File: config.mk
export PLATFORM = sky130hd
export DESIGN_NAME = rf_op_sequencer
export DESIGN_NICKNAME = d
export VERILOG_FILES = /design/src/rtl/rf_op_sequencer_pkg.sv /design/src/rtl/rf_op_sequencer_seq_alu.sv /design/src/rtl/rf_op_sequencer.sv
export SDC_FILE = /design/constraint.sdc
export NUM_CORES = 1
export LEC_CHECK = 0
export CAP_MARGIN = 20
export CORE_MARGIN = 2
export CORE_UTILIZATION = 57
export CTS_BUF_LIST = sky130_fd_sc_hd__clkbuf_8 sky130_fd_sc_hd__clkbuf_16
export CTS_CLUSTER_SIZE = 30
export DETAILED_ROUTE_END_ITERATION = 12
export GPL_TIMING_DRIVEN = 0
export PLACE_DENSITY_LB_ADDON = 0.12
export SLEW_MARGIN = 20
export SYNTH_ARGS = -nofsm -noshare
export SYNTH_HDL_FRONTEND = slang
export SYNTH_HIERARCHICAL = 1
export SYNTH_SLANG_ARGS = --single-unit
File: constraint.sdc
create_clock -name clk -period 4.4 [get_ports clk]
set_clock_uncertainty 0.05 [all_clocks]
set_input_delay 1.1 -clock clk [delete_from_list [all_inputs] [get_ports clk]]
set_output_delay 1.1 -clock clk [all_outputs]
set_load 0.05 [all_outputs]
File: src/rtl/rf_op_sequencer_pkg.sv
// rf_seq_pkg
// Shared types and defaults for the register-file operation sequencer.
// It holds the FSM state encoding, the two-bit operation codes carried on
// req_op, and the default data/address widths.
package rf_seq_pkg;

  localparam int DEF_DATA_W = 8;
  localparam int DEF_ADDR_W = 3;

  typedef enum logic [2:0] {
    IDLE,
    RD_A,
    RD_B,
    CAP_B,
    EXEC,
    WB,
    DONE
  } state_e;

  typedef enum logic [1:0] {
    OP_ADD = 2'b00,
    OP_SUB = 2'b01,
    OP_AND = 2'b10,
    OP_XOR = 2'b11
  } op_e;

endpackage

File: src/rtl/rf_op_sequencer_seq_alu.sv
// seq_alu
// Combinational ALU used during the execute step of the sequencer.
// Ports:
//   opa, opb : DATA_W-bit operands
//   op       : operation select (ADD, SUB, AND, XOR)
//   res      : DATA_W-bit result
//   carry    : ADD carry-out, SUB borrow (opa < opb), 0 for logic ops
module seq_alu
  import rf_seq_pkg::*;
#(
  parameter int DATA_W = DEF_DATA_W
) (
  input  logic [DATA_W-1:0] opa,
  input  logic [DATA_W-1:0] opb,
  input  op_e               op,
  output logic [DATA_W-1:0] res,
  output logic              carry
);

  logic [DATA_W:0] sum;
  logic [DATA_W:0] diff;

  // Both arithmetic results are formed one bit wider. For the subtraction
  // the extra top bit goes high exactly when opa < opb, which is the borrow.
  assign sum  = {1'b0, opa} + {1'b0, opb};
  assign diff = {1'b0, opa} - {1'b0, opb};

  // Select the result for the requested operation; logic ops never carry.
  always_comb begin
    res   = '0;
    carry = 1'b0;
    case (op)
      OP_ADD: begin
        res   = sum[DATA_W-1:0];
        carry = sum[DATA_W];
      end
      OP_SUB: begin
        res   = diff[DATA_W-1:0];
        carry = diff[DATA_W];
      end
      OP_AND: res = opa & opb;
      OP_XOR: res = opa ^ opb;
      default: begin
        res   = '0;
        carry = 1'b0;
      end
    endcase
  end

endmodule

File: src/rtl/rf_op_sequencer.sv
// rf_op_sequencer
// Multi-cycle controller that takes one register-to-register operation over
// a valid/ready handshake and runs it against an external register file
// with one synchronous read port and one write port:
//   IDLE -> RD_A -> RD_B -> CAP_B -> EXEC -> WB -> DONE -> IDLE
// Ports:
//   clk, rst                     : clock, synchronous active-high reset
//   req_valid / req_ready        : request handshake (ready only in IDLE)
//   req_src1, req_src2, req_dst  : operand and destination addresses
//   req_op                       : 00 ADD, 01 SUB, 10 AND, 11 XOR
//   rf_raddr / rf_rdata          : read port, data returns one cycle later
//   rf_we, rf_waddr, rf_wdata    : write port, pulsed in WB
//   busy, done                   : status; done is a one-cycle pulse
//   result, carry                : last completed result, held until next done
module rf_op_sequencer
  import rf_seq_pkg::*;
#(
  parameter int DATA_W = DEF_DATA_W,
  parameter int ADDR_W = DEF_ADDR_W
) (
  input  logic              clk,
  input  logic              rst,
  input  logic              req_valid,
  output logic              req_ready,
  input  logic [ADDR_W-1:0] req_src1,
  input  logic [ADDR_W-1:0] req_src2,
  input  logic [ADDR_W-1:0] req_dst,
  input  logic [1:0]        req_op,
  output logic [ADDR_W-1:0] rf_raddr,
  input  logic [DATA_W-1:0] rf_rdata,
  output logic              rf_we,
  output logic [ADDR_W-1:0] rf_waddr,
  output logic [DATA_W-1:0] rf_wdata,
  output logic              busy,
  output logic              done,
  output logic [DATA_W-1:0] result,
  output logic              carry
);

  state_e state_q;
  state_e state_d;

  logic              accept;
  logic [ADDR_W-1:0] raddr_q;
  logic [ADDR_W-1:0] src2_q;
  logic [ADDR_W-1:0] dst_q;
  op_e               op_q;
  logic [DATA_W-1:0] opa_q;
  logic [DATA_W-1:0] opb_q;
  logic [ADDR_W-1:0] waddr_q;
  logic [DATA_W-1:0] wdata_q;
  logic              wcarry_q;
  logic [DATA_W-1:0] result_q;
  logic              carry_q;
  logic [DATA_W-1:0] alu_res;
  logic              alu_carry;

  assign accept = (state_q == IDLE) && req_valid;

  // State register. Reset wins from any state and discards the in-flight op.
  always_ff @(posedge clk) begin
    if (rst) begin
      state_q <= IDLE;
    end else begin
      state_q <= state_d;
    end
  end

  // Next-state logic: a fixed walk through the steps once a request is taken.
  always_comb begin
    state_d = state_q;
    case (state_q)
      IDLE:    if (req_valid) state_d = RD_A;
      RD_A:    state_d = RD_B;
      RD_B:    state_d = CAP_B;
      CAP_B:   state_d = EXEC;
      EXEC:    state_d = WB;
      WB:      state_d = DONE;
      DONE:    state_d = IDLE;
      default: state_d = IDLE;
    endcase
  end

  seq_alu #(.DATA_W(DATA_W)) u_alu (
    .opa   (opa_q),
    .opb   (opb_q),
    .op    (op_q),
    .res   (alu_res),
    .carry (alu_carry)
  );

  // Datapath registers. The read address register doubles as the latch for
  // src1: it is loaded on accept so src1 is already on the read port during
  // RD_A, then switched to src2 for RD_B, and otherwise just holds. The
  // operands arrive one cycle after their address, hence the capture in
  // RD_B and CAP_B. The visible result/carry are loaded during WB so they
  // change exactly as the FSM enters DONE.
  always_ff @(posedge clk) begin
    if (rst) begin
      raddr_q  <= '0;
      src2_q   <= '0;
      dst_q    <= '0;
      op_q     <= OP_ADD;
      opa_q    <= '0;
      opb_q    <= '0;
      waddr_q  <= '0;
      wdata_q  <= '0;
      wcarry_q <= 1'b0;
      result_q <= '0;
      carry_q  <= 1'b0;
    end else begin
      if (accept) begin
        raddr_q <= req_src1;
        src2_q  <= req_src2;
        dst_q   <= req_dst;
        op_q    <= op_e'(req_op);
      end
      case (state_q)
        RD_A:  raddr_q <= src2_q;
        RD_B:  opa_q   <= rf_rdata;
        CAP_B: opb_q   <= rf_rdata;
        EXEC: begin
          wdata_q  <= alu_res;
          wcarry_q <= alu_carry;
          waddr_q  <= dst_q;
        end
        WB: begin
          result_q <= wdata_q;
          carry_q  <= wcarry_q;
        end
        default: ;
      endcase
    end
  end

  // The write strobe is gated by reset so a reset landing in WB suppresses
  // the write in that same cycle.
  assign rf_we     = (state_q == WB) && !rst;
  assign rf_raddr  = raddr_q;
  assign rf_waddr  = waddr_q;
  assign rf_wdata  = wdata_q;
  assign req_ready = (state_q == IDLE);
  assign busy      = (state_q != IDLE);
  assign done      = (state_q == DONE);
  assign result    = result_q;
  assign carry     = carry_q;

endmodule
==> results.tsv, run 1 <==
metric	value	unit
status	finished, final reports clean	
Total Routing Usage GR	25.29	%
dpl hpwl	5212	um
EDFF count, synth	0	
Synth area leaders	dfxtp_1, mux2i_1, ha_1	
worst path arrival time	2600	ps
Initial DRC Count	220	
Synth Cell Area	2903	um2
nets@finish	424	
number of global-route vias before repair	2225	
Clock Latency Late Sink	300	ps
DR WL/cell	14.96	um
Yosys reg bits	51	
share of cells above drive strength 1	10.13	%
post_cts resized	0	
IO Count	49	
reg-to-reg setup timing slack	2130	ps
Cell variety after synth	60	
first-pass GRT wire length	10920	um
port bufs	47	
Worst Setup EP	rf_we	
number of remaining DRC errors	0	
largest net degree at the start of global routing	18	
Crit. Startpoint	rst	
Min Hold Slack	409.2	ps
Reg2Reg Depth	10	
CP startpoint kind	input pin	
Die Ht	75.36	um
min-delay worst type	reg2reg	
DRT Pass-1 Iters	4	
reg2reg end	rf_wdata[6]	
routed vias	2545	
TritonCTS clock tree	built	
Yosys top cell area share	35.17	%
# Post-CTS Setup Buffers	0	
RSZ-0062 raised after global routing	no	
hold_buf cts	0	
Max Cap Viol	0	
YS warnings	6	
Core Footprint	4817	um2
WS Path Type	in2out	
Num CTS Buffers	5	
routed vias/inst	5.631	
r2r startpoint	opa_q[0]	
Tmin final	3752	ps
asr flop ratio synth	0	%
initial antenna violation count	0	
routability-driven placement congestion ratio	0.8551	
TNS Setup	0	ps
PD cells	283.9	nW/um2
P&R area growth vs syn	22.28	%
row cnt	25	
CP Data Required Time	3250	ps
crit end category	output pin	
antenna cells	0	
Max Root-Sink Buffers	2	
Slew Limit Fails	0	
post-synthesis sequential area ratio	35.17	%
worst vdd ir	0.2323	mV
Starting Density	60.26	%
die area	5679	um2
Die W	75.36	um
Synth area leader	dfxtp_1	
highest clock rate	0.2666	GHz
DRT Wirelength	6762	um
Syn Inst Count	330	
H-tree Lvls	2	
GRT overflow	0	
final critical-path share of the clock period	85.26	%
relative slew slack	63.99	%
worst slew pin tran	540.1	ps
final-report setup violation count	0	
Clock transition at path regs	90	ps
clock root buffer	clkbuf_8	
Mapped Avg Cell Area	8.796	um2
Leak	1.487	nW
syn nets	370	
CP max FO	10	
Final Hold Fails	0	
WHS Path Cells	2	
clock sinks	51	
number of nets with antenna violations after routing	0	
Main synth FF type	dfxtp_1	
[cells in the final DEF, fill, tap and decap left out, types with 2 or more instances in the layout]
cell             count
a2111oi_0            2
inv_1               19
o211ai_1             2
buf_2                8
nor2_1              46
mux2_2               2
o21ai_0              7
nand2_1             30
clkbuf_1             7
fa_1                 2
and3_1               2
o21ai_1              3
buf_6                2
clkbuf_8             5
o22ai_1              3
buf_4                5
ha_1                16
mux2i_1             37
inv_2                2
nand3_1              2
nor3b_1              3
nor3_1               5
nor2b_1              4
clkdlybuf4s50_1     47
a221oi_1             3
a21oi_1             16
a211oi_1             7
o21a_1               2
nand3b_1             2
a31oi_1              4
dfxtp_1             51
a32oi_1              2
nand2b_1             5
[critical path, stage by stage]
cell and delay [ps]:
clkbuf_1 230, clkbuf_1 450, nor2_1 100, clkdlybuf4s50_1 720
[synth_stat cells (4+ instances only)]
master / n
dfxtp_1: 51
nor2_1: 46
mux2i_1: 37
nand2_1: 30
inv_1: 19
a21oi_1: 16
ha_1: 16
buf_2: 8
a211oi_1: 7
clkbuf_1: 7
o21ai_0: 7
buf_4: 5
nand2b_1: 5
nor3_1: 5
a31oi_1: 4
nor2b_1: 4
[how the worst min path moves through the flow]
stage / start / end / slack (ps)
after floorplan: op_q[0] / op_q[0] / 380
after global placement: src2_q[1] / src2_q[1] / 390
after detailed placement: rf_raddr[1] / rf_raddr[1] / 400
after CTS: rf_raddr[1] / rf_raddr[1] / 410
after global routing: rf_raddr[0] / rf_raddr[0] / 430
final: rf_raddr[1] / rf_raddr[1] / 410
[logic make-up (layout without fill, tap and decap cells)]
| kind of cell | Yosys count | after routing | share of synthesized area, % |
|---|---|---|---|
| adder cells (fa/ha/maj) | 18 | 18 | 8.276 |
| flip-flops | 51 | 51 | 35.17 |
| AND/OR/NAND/NOR | 111 | 111 | 19.18 |
| XOR/XNOR | 1 | 1 | 0.3018 |
| AO/OA/AOI/OAI | 66 | 66 | 16.34 |
| buffers and inverters | 44 | 99 | 7.199 |
| multiplexers | 39 | 39 | 13.53 |
[flip-flops by register name, summed over array words and instances (netlist names)]
signal / count
opa_q: 8
opb_q: 8
result: 8
rf_wdata: 8
dst_q: 3
rf_raddr: 3
rf_waddr: 3
src2_q: 3
state_q: 3
op_q: 2
carry: 1
wcarry_q: 1
[final cells by class]
class,count,area (um2)
clock buffer,5,68.82
timing repair buffer,47,470.5
tap,67,83.83
buffer,23,130.1
sequential,51,1021
fill,409,1267
inverter,21,78.83
multi-input combinational,235,1673
clock inverter,3,23.77
[where the power goes]
group          switching [mW]  internal [mW]
Combinational           0.142          0.100
Clock                   0.160          0.115
Sequential             0.0121          0.479
Total                   0.314          0.694
[per-stage QoR]
stage | setup slack (ps) | power, mW | cells | utilization, % | instance area [um2]
finish | 648.5 | 1.008 | 452 | 73.69 | 3550
global route | 564.4 | 1.051 | 452 | 73.69 | 3550
CTS | 644.8 | 1.013 | 452 | 73.69 | 3550
detailed placement | 646.3 | 0.7410 | 444 | 71.77 | 3457
global placement | 656.0 | 0.7368 | 444 | 71.77 | 3457
floorplan | 1050 | 0.6679 | 330 | - | 2903
[layer usage]
layer,share of wire (%),global-route usage (%)
met3,5.1,5.026
met2,48,40.29
met5,0,0
met4,1.4,6.043
met1,46,35.57
(Power assumes the default switching activity.)
==> run 2, diff against run 1 <==
==> constraint.sdc (replaced) <==
create_clock -name clk -period 4.4 [get_ports clk]
set_clock_uncertainty 0.05 [all_clocks]
set_input_delay 0.66 -clock clk [delete_from_list [all_inputs] [get_ports clk]]
set_output_delay 0.66 -clock clk [all_outputs]
set_load 0.05 [all_outputs]
==> results of run 2 <==
The final DEF is identical to that of run 1. Status: finished, final reports clean.
Among the figures that moved: setup slack after placement 646.3 ps -> 1526 ps; setup slack after layout 648.5 ps -> 1528 ps
